===== src/rtl/seq_stream_pkg.sv =====
// rtl/seq_stream_pkg.sv - shared state encoding and default widths for the go-pattern sequencer
package seq_stream_pkg;

  localparam int DEF_WORD_W = 8;
  localparam int DEF_CNT_W  = 16;

  typedef enum logic [2:0] {
    IDLE  = 3'd0,
    FIRST = 3'd1,
    SHIFT = 3'd2,
    STALL = 3'd3,
    DONE  = 3'd4
  } seq_state_e;

endpackage


===== src/rtl/seq_hold_reg.sv =====
// rtl/seq_hold_reg.sv - one-entry skid buffer holding the next word and its last flag
module seq_hold_reg #(
  parameter int WORD_W = 8
) (
  input  logic              clk,
  input  logic              reset,
  input  logic              load,
  input  logic              take,
  input  logic              flush,
  input  logic [WORD_W-1:0] load_data,
  input  logic              load_last,
  output logic              hold_valid,
  output logic [WORD_W-1:0] hold_data,
  output logic              hold_last
);

  logic              valid_q, valid_d;
  logic [WORD_W-1:0] data_q, data_d;
  logic              last_q, last_d;

  // A load wins over a take so a same-cycle transfer and refill keeps the entry full
  always_comb begin
    valid_d = valid_q;
    data_d  = data_q;
    last_d  = last_q;
    if (flush) begin
      valid_d = 1'b0;
    end else if (load) begin
      valid_d = 1'b1;
      data_d  = load_data;
      last_d  = load_last;
    end else if (take) begin
      valid_d = 1'b0;
    end
  end

  // Entry storage
  always_ff @(posedge clk) begin
    if (reset) begin
      valid_q <= 1'b0;
      data_q  <= '0;
      last_q  <= 1'b0;
    end else begin
      valid_q <= valid_d;
      data_q  <= data_d;
      last_q  <= last_d;
    end
  end

  assign hold_valid = valid_q;
  assign hold_data  = data_q;
  assign hold_last  = last_q;

endmodule


===== src/rtl/seq_stream_ctrl.sv =====
// rtl/seq_stream_ctrl.sv - serializes stream words MSB-first onto the detector go input and counts matches
module seq_stream_ctrl
  import seq_stream_pkg::*;
#(
  parameter int WORD_W = DEF_WORD_W,
  parameter int CNT_W  = DEF_CNT_W
) (
  input  logic              clk,
  input  logic              reset,
  input  logic              start,
  input  logic              in_valid,
  input  logic [WORD_W-1:0] in_data,
  input  logic              in_last,
  output logic              in_ready,
  output logic              det_reset,
  output logic              det_go,
  input  logic              det_op,
  output logic              busy,
  output logic              done,
  output logic [CNT_W-1:0]  match_count,
  output logic              underrun
);

  localparam int BIT_W = (WORD_W > 2) ? $clog2(WORD_W) : 1;
  localparam logic [BIT_W-1:0] LAST_BIT = BIT_W'(WORD_W - 1);
  localparam logic [CNT_W-1:0] CNT_MAX  = {CNT_W{1'b1}};

  seq_state_e        state_q, state_d;
  logic [WORD_W-1:0] shreg_q, shreg_d;
  logic [BIT_W-1:0]  bit_cnt_q, bit_cnt_d;
  logic              last_q, last_d;
  logic              got_last_q, got_last_d;
  logic [CNT_W-1:0]  match_q, match_d;
  logic              underrun_q, underrun_d;

  logic              hold_valid;
  logic [WORD_W-1:0] hold_data;
  logic              hold_last;
  logic              hold_take;
  logic              hold_load;
  logic              feeding;
  logic              accept;

  // Outputs depend on registered state only, never directly on inputs
  assign feeding     = (state_q == SHIFT) || (state_q == STALL);
  assign in_ready    = (state_q == FIRST) || (feeding && !hold_valid && !got_last_q);
  assign det_reset   = (state_q == IDLE) || (state_q == FIRST) || (state_q == DONE);
  assign det_go      = (state_q == SHIFT) && shreg_q[WORD_W-1];
  assign busy        = (state_q != IDLE);
  assign done        = (state_q == DONE);
  assign match_count = match_q;
  assign underrun    = underrun_q;

  assign accept    = in_valid && in_ready;
  assign hold_load = accept && feeding;

  seq_hold_reg #(
    .WORD_W(WORD_W)
  ) u_hold (
    .clk        (clk),
    .reset      (reset),
    .load       (hold_load),
    .take       (hold_take),
    .flush      (state_q == IDLE),
    .load_data  (in_data),
    .load_last  (in_last),
    .hold_valid (hold_valid),
    .hold_data  (hold_data),
    .hold_last  (hold_last)
  );

  // Next-state, shift/count datapath and skid-buffer hand-off
  always_comb begin
    state_d    = state_q;
    shreg_d    = shreg_q;
    bit_cnt_d  = bit_cnt_q;
    last_d     = last_q;
    got_last_d = got_last_q;
    match_d    = match_q;
    underrun_d = underrun_q;
    hold_take  = 1'b0;

    case (state_q)
      IDLE: begin
        if (start) begin
          match_d    = '0;
          underrun_d = 1'b0;
          got_last_d = 1'b0;
          state_d    = FIRST;
        end
      end
      FIRST: begin
        if (accept) begin
          shreg_d    = in_data;
          last_d     = in_last;
          got_last_d = in_last;
          bit_cnt_d  = '0;
          state_d    = SHIFT;
        end
      end
      SHIFT: begin
        if (det_op && (match_q != CNT_MAX)) begin
          match_d = match_q + CNT_W'(1);
        end
        shreg_d   = {shreg_q[WORD_W-2:0], 1'b0};
        bit_cnt_d = bit_cnt_q + BIT_W'(1);
        if (bit_cnt_q == LAST_BIT) begin
          if (last_q) begin
            state_d = DONE;
          end else if (hold_valid) begin
            shreg_d   = hold_data;
            last_d    = hold_last;
            bit_cnt_d = '0;
            hold_take = 1'b1;
          end else begin
            state_d = STALL;
          end
        end
      end
      STALL: begin
        // The detector sees a zero bit here, which can never complete a match
        underrun_d = 1'b1;
        if (hold_valid) begin
          shreg_d   = hold_data;
          last_d    = hold_last;
          bit_cnt_d = '0;
          hold_take = 1'b1;
          state_d   = SHIFT;
        end
      end
      DONE: begin
        state_d = IDLE;
      end
      default: begin
        state_d = IDLE;
      end
    endcase

    if (hold_load && in_last) begin
      got_last_d = 1'b1;
    end
  end

  // Controller state registers
  always_ff @(posedge clk) begin
    if (reset) begin
      state_q    <= IDLE;
      shreg_q    <= '0;
      bit_cnt_q  <= '0;
      last_q     <= 1'b0;
      got_last_q <= 1'b0;
      match_q    <= '0;
      underrun_q <= 1'b0;
    end else begin
      state_q    <= state_d;
      shreg_q    <= shreg_d;
      bit_cnt_q  <= bit_cnt_d;
      last_q     <= last_d;
      got_last_q <= got_last_d;
      match_q    <= match_d;
      underrun_q <= underrun_d;
    end
  end

endmodule

===== config.mk =====
export PLATFORM = sky130hd
export DESIGN_NAME = seq_stream_ctrl
export DESIGN_NICKNAME = d
export VERILOG_FILES = /design/src/rtl/seq_stream_pkg.sv /design/src/rtl/seq_hold_reg.sv /design/src/rtl/seq_stream_ctrl.sv
export SDC_FILE = /design/constraint.sdc
export NUM_CORES = 1
export LEC_CHECK = 0
export ABC_AREA = 1
export CAP_MARGIN = 0
export CORE_ASPECT_RATIO = 0.9
export CORE_MARGIN = 8
export CORE_UTILIZATION = 30
export CTS_CLUSTER_SIZE = 30
export DETAILED_ROUTE_END_ITERATION = 8
export HOLD_SLACK_MARGIN = 0.08
export PLACE_DENSITY = 0.5
export REMOVE_ABC_BUFFERS = 1
export SYNTH_ARGS = -nofsm -noshare
export SYNTH_HDL_FRONTEND = slang
export SYNTH_SLANG_ARGS = --single-unit

===== constraint.sdc =====
create_clock -name clk -period 3.6 [get_ports clk]
set_input_delay 0.36 -clock clk [delete_from_list [all_inputs] [get_ports clk]]
set_output_delay 0.36 -clock clk [all_outputs]
set_load 0.01 [all_outputs]

==> flow_summary.toml <==
[clock_network]
clk_path_buf_depth = 2
h-tree-depth = 2
cts-resized-gates = 0
numCtsBuffers = 5
holdBufCountCts = 0
cts_tree = "yes"
path_clk_slew_ns = 0.08
cts_root_buf = "clkbuf_8"
post_cts.repair.setup_buffers = 0
clk_latency_ns = 0.30
cts_sinks = 43

[min_path]
hp-class = "reg2reg"
hp-start = "underrun"
whs_path_depth = 2

[drt]
vias_per_cell = 4.84
drc = 0
wl_um = 6840
wl_per_cell_um = 13.7
vias = 2416
initialDrtViolationCount = 66
antenna_left = 0
firstDrtPassIters = 6

[placed_design]
dp_hpwl_um = 4950
pre_cts_slack_ns = 1.14
gp_congestion = 0.765
port_buffers = 35

[floorplan]
fp.dieW_um = 113
start_util_pct = 31.2
ioPinCount = 36
fp-row-count = 31
core_area_um2 = 8110
die-area_um2 = 11600
fp.dieH_um = 103

[sta]
setup_ws_ns = 0.831
worstMarginPinSlew_ns = 0.539
rsz0062_at_grt = "false"
fin_skew_ns = 0.00580
period_needed_ns = 2.77
finalCritPeriodShare_pct = 76.9
fmaxAchievable_ghz = 0.361
finalSetupTns_ns = 0
slew_viol_final = 0
hold_violations = 0
slew_headroom_pct = 64.0
setup_viol = 0

[synth]
avgSynthCellArea_um2 = 6.87
yosysTopAreaCellShare_pct = 34.0
synth_area_leaders = "dfxtp_1 34%, nand2_1 11%, a21oi_1 9.1%"
post-synth-top-count-cell = "nand2_1"
synthDistinctLibCells = 33
yosysWarnings = 0
synth_cells = 368
synth-seq-cells = 43
synth_common_cells = "76 x nand2_1, 56 x nor2_1, 46 x a21oi_1"
yosysTopAreaCell = "dfxtp_1"
yosysSeqAreaShare_pct = 34.0
synth_edf_count = 0
synthArstFlopShare_pct = 0
syn_area_um2 = 2530
synth_flop_cell = "dfxtp_1"

[setup_path]
critPathMaxStageDelay_ns = 0.63
rr_worst_depth = 9
end_kind = "primary output"
r2r_start = "state_q[1]"
arrival_ns = 2.41
crit_path_start = "state_q[1]"
startpoint_type = "flop"
slowest_stage = "dfxtp_1"
critical_path_class = "reg2out"
critical_path_peak_fanout = 13
worstPathCellList = "nand2_2 -> nor2_2 -> buf_4 -> inv_2 -> nor2_1 -> clkdlybuf4s50_1"
critical_path_required_ns = 3.24

[grt]
antenna_found_initial = 0
grt_overflow = 0
grt_max_degree = 23
track_usage_pct = 12.1
grt_pass1_vias = 2327
grt_first_pass_wirelength_um = 11300

[power]
leakage_uw = 0.00109
ir_worst_vdd_mv = 0.360
power.density_nw_per_um2 = 527

[finish]
fin_nets = 416
fillers = 885
antenna_cells = 0
syn_to_final_growth_pct = 18.1
multiInputGateArea_um2 = 1410
layout-drive-gt1-share_pct = 10.3
area.sequential_um2 = 861

[run_status]
run_status = "completed"

[run]
max_cap_violations = 0
-- layer usage --
layer  part of all wire (%)  global-route usage, %  up-vias
li1                       -                      -     1263
met1                     47                   14.6     1099
met2                     46                   20.7       46
met3                    5.9                   3.22        8
met4                   0.99                   3.62        0
met5                      0                      0        -
-- stage by stage --
step | total power (uW) | utilization [%] | std cells | hold WS, ns | area (um^2)
final | 1570 | 36.8 | 499 | 0.470 | 2990
after global routing | 1690 | 36.8 | 499 | 0.489 | 2990
after global placement | 1270 | 35.8 | 491 | 0.452 | 2900
after detailed placement | 1280 | 35.8 | 491 | 0.458 | 2900
after CTS | 1590 | 36.8 | 499 | 0.472 | 2990
after floorplan | 1060 | - | 355 | 0.422 | 2410
-- layout make-up --
class	count	share of cell area, %
clock buffers	7	2.56
clock inverters	1	0.168
inverters	38	4.86
multi-input cells	274	47.2
flip-flops and latches	43	28.8
well taps	99	4.15
repair buffers	37	12.2
-- flip-flops by register name (all words and copies together) (netlist names) --
signal / cells
shreg_q: 8
u_hold.hold_data: 8
u_hold.hold_last: 1
u_hold.hold_valid: 1
got_last_q: 1
match_count: 16
state_q: 3
underrun: 1
bit_cnt_q: 3
last_q: 1
-- placed cells by master, fill, tap and decap left out, types with 2 or more instances in the layout --
cell,Yosys,layout
o21ai_0,18,18
nand2_2,3,3
o21ai_2,2,2
nor2_1,56,56
ha_1,3,3
nor3_1,4,4
nand3_1,31,31
xor2_1,2,2
clkbuf_1,3,2
a21oi_1,46,46
nand2_4,6,6
inv_1,33,33
dfxtp_1,43,43
or2_2,2,2
o211ai_1,3,3
nor2_2,2,2
clkdlybuf4s50_1,0,35
nor2_4,4,4
buf_4,1,2
nand4_1,3,3
nand2_1,76,76
clkbuf_8,0,5
inv_2,4,4
a21oi_2,5,5
-- worst paths after layout --
check                                 endpoint  slack, ns
worst max register to register  match_count[3]       1.42
worst min-delay path                  underrun       0.47
worst max-delay path                    det_go       0.83
worst min register to register        underrun       0.47
-- where the power goes --
| part | switching, uW | internal (uW) | leakage (uW) |
|---|---|---|---|
| clock | 174 | 137 | 0.0000422 |
| sequential | 65.3 | 547 | 0.000349 |
| combinational | 422 | 227 | 0.000702 |
| total | 661 | 911 | 0.00109 |
-- worst max-delay path, delay by kind of cell (launching register included) --
kind | cells | cell delay, ns
DFF | 1 | 0.63
buffers and inverters | 3 | 0.88
and+or+nand+nor | 3 | 0.58
-- logic make-up after synthesis --
group	synth area share (%)
AO/OA/AOI/OAI	18.0
XOR/XNOR	1.04
adder cells (fa/ha/maj)	1.48
buffers and inverters	10.2
flip-flops	34.0
AND/OR/NAND/NOR	35.2
No activity file was read; power rests on OpenSTA's default activity.
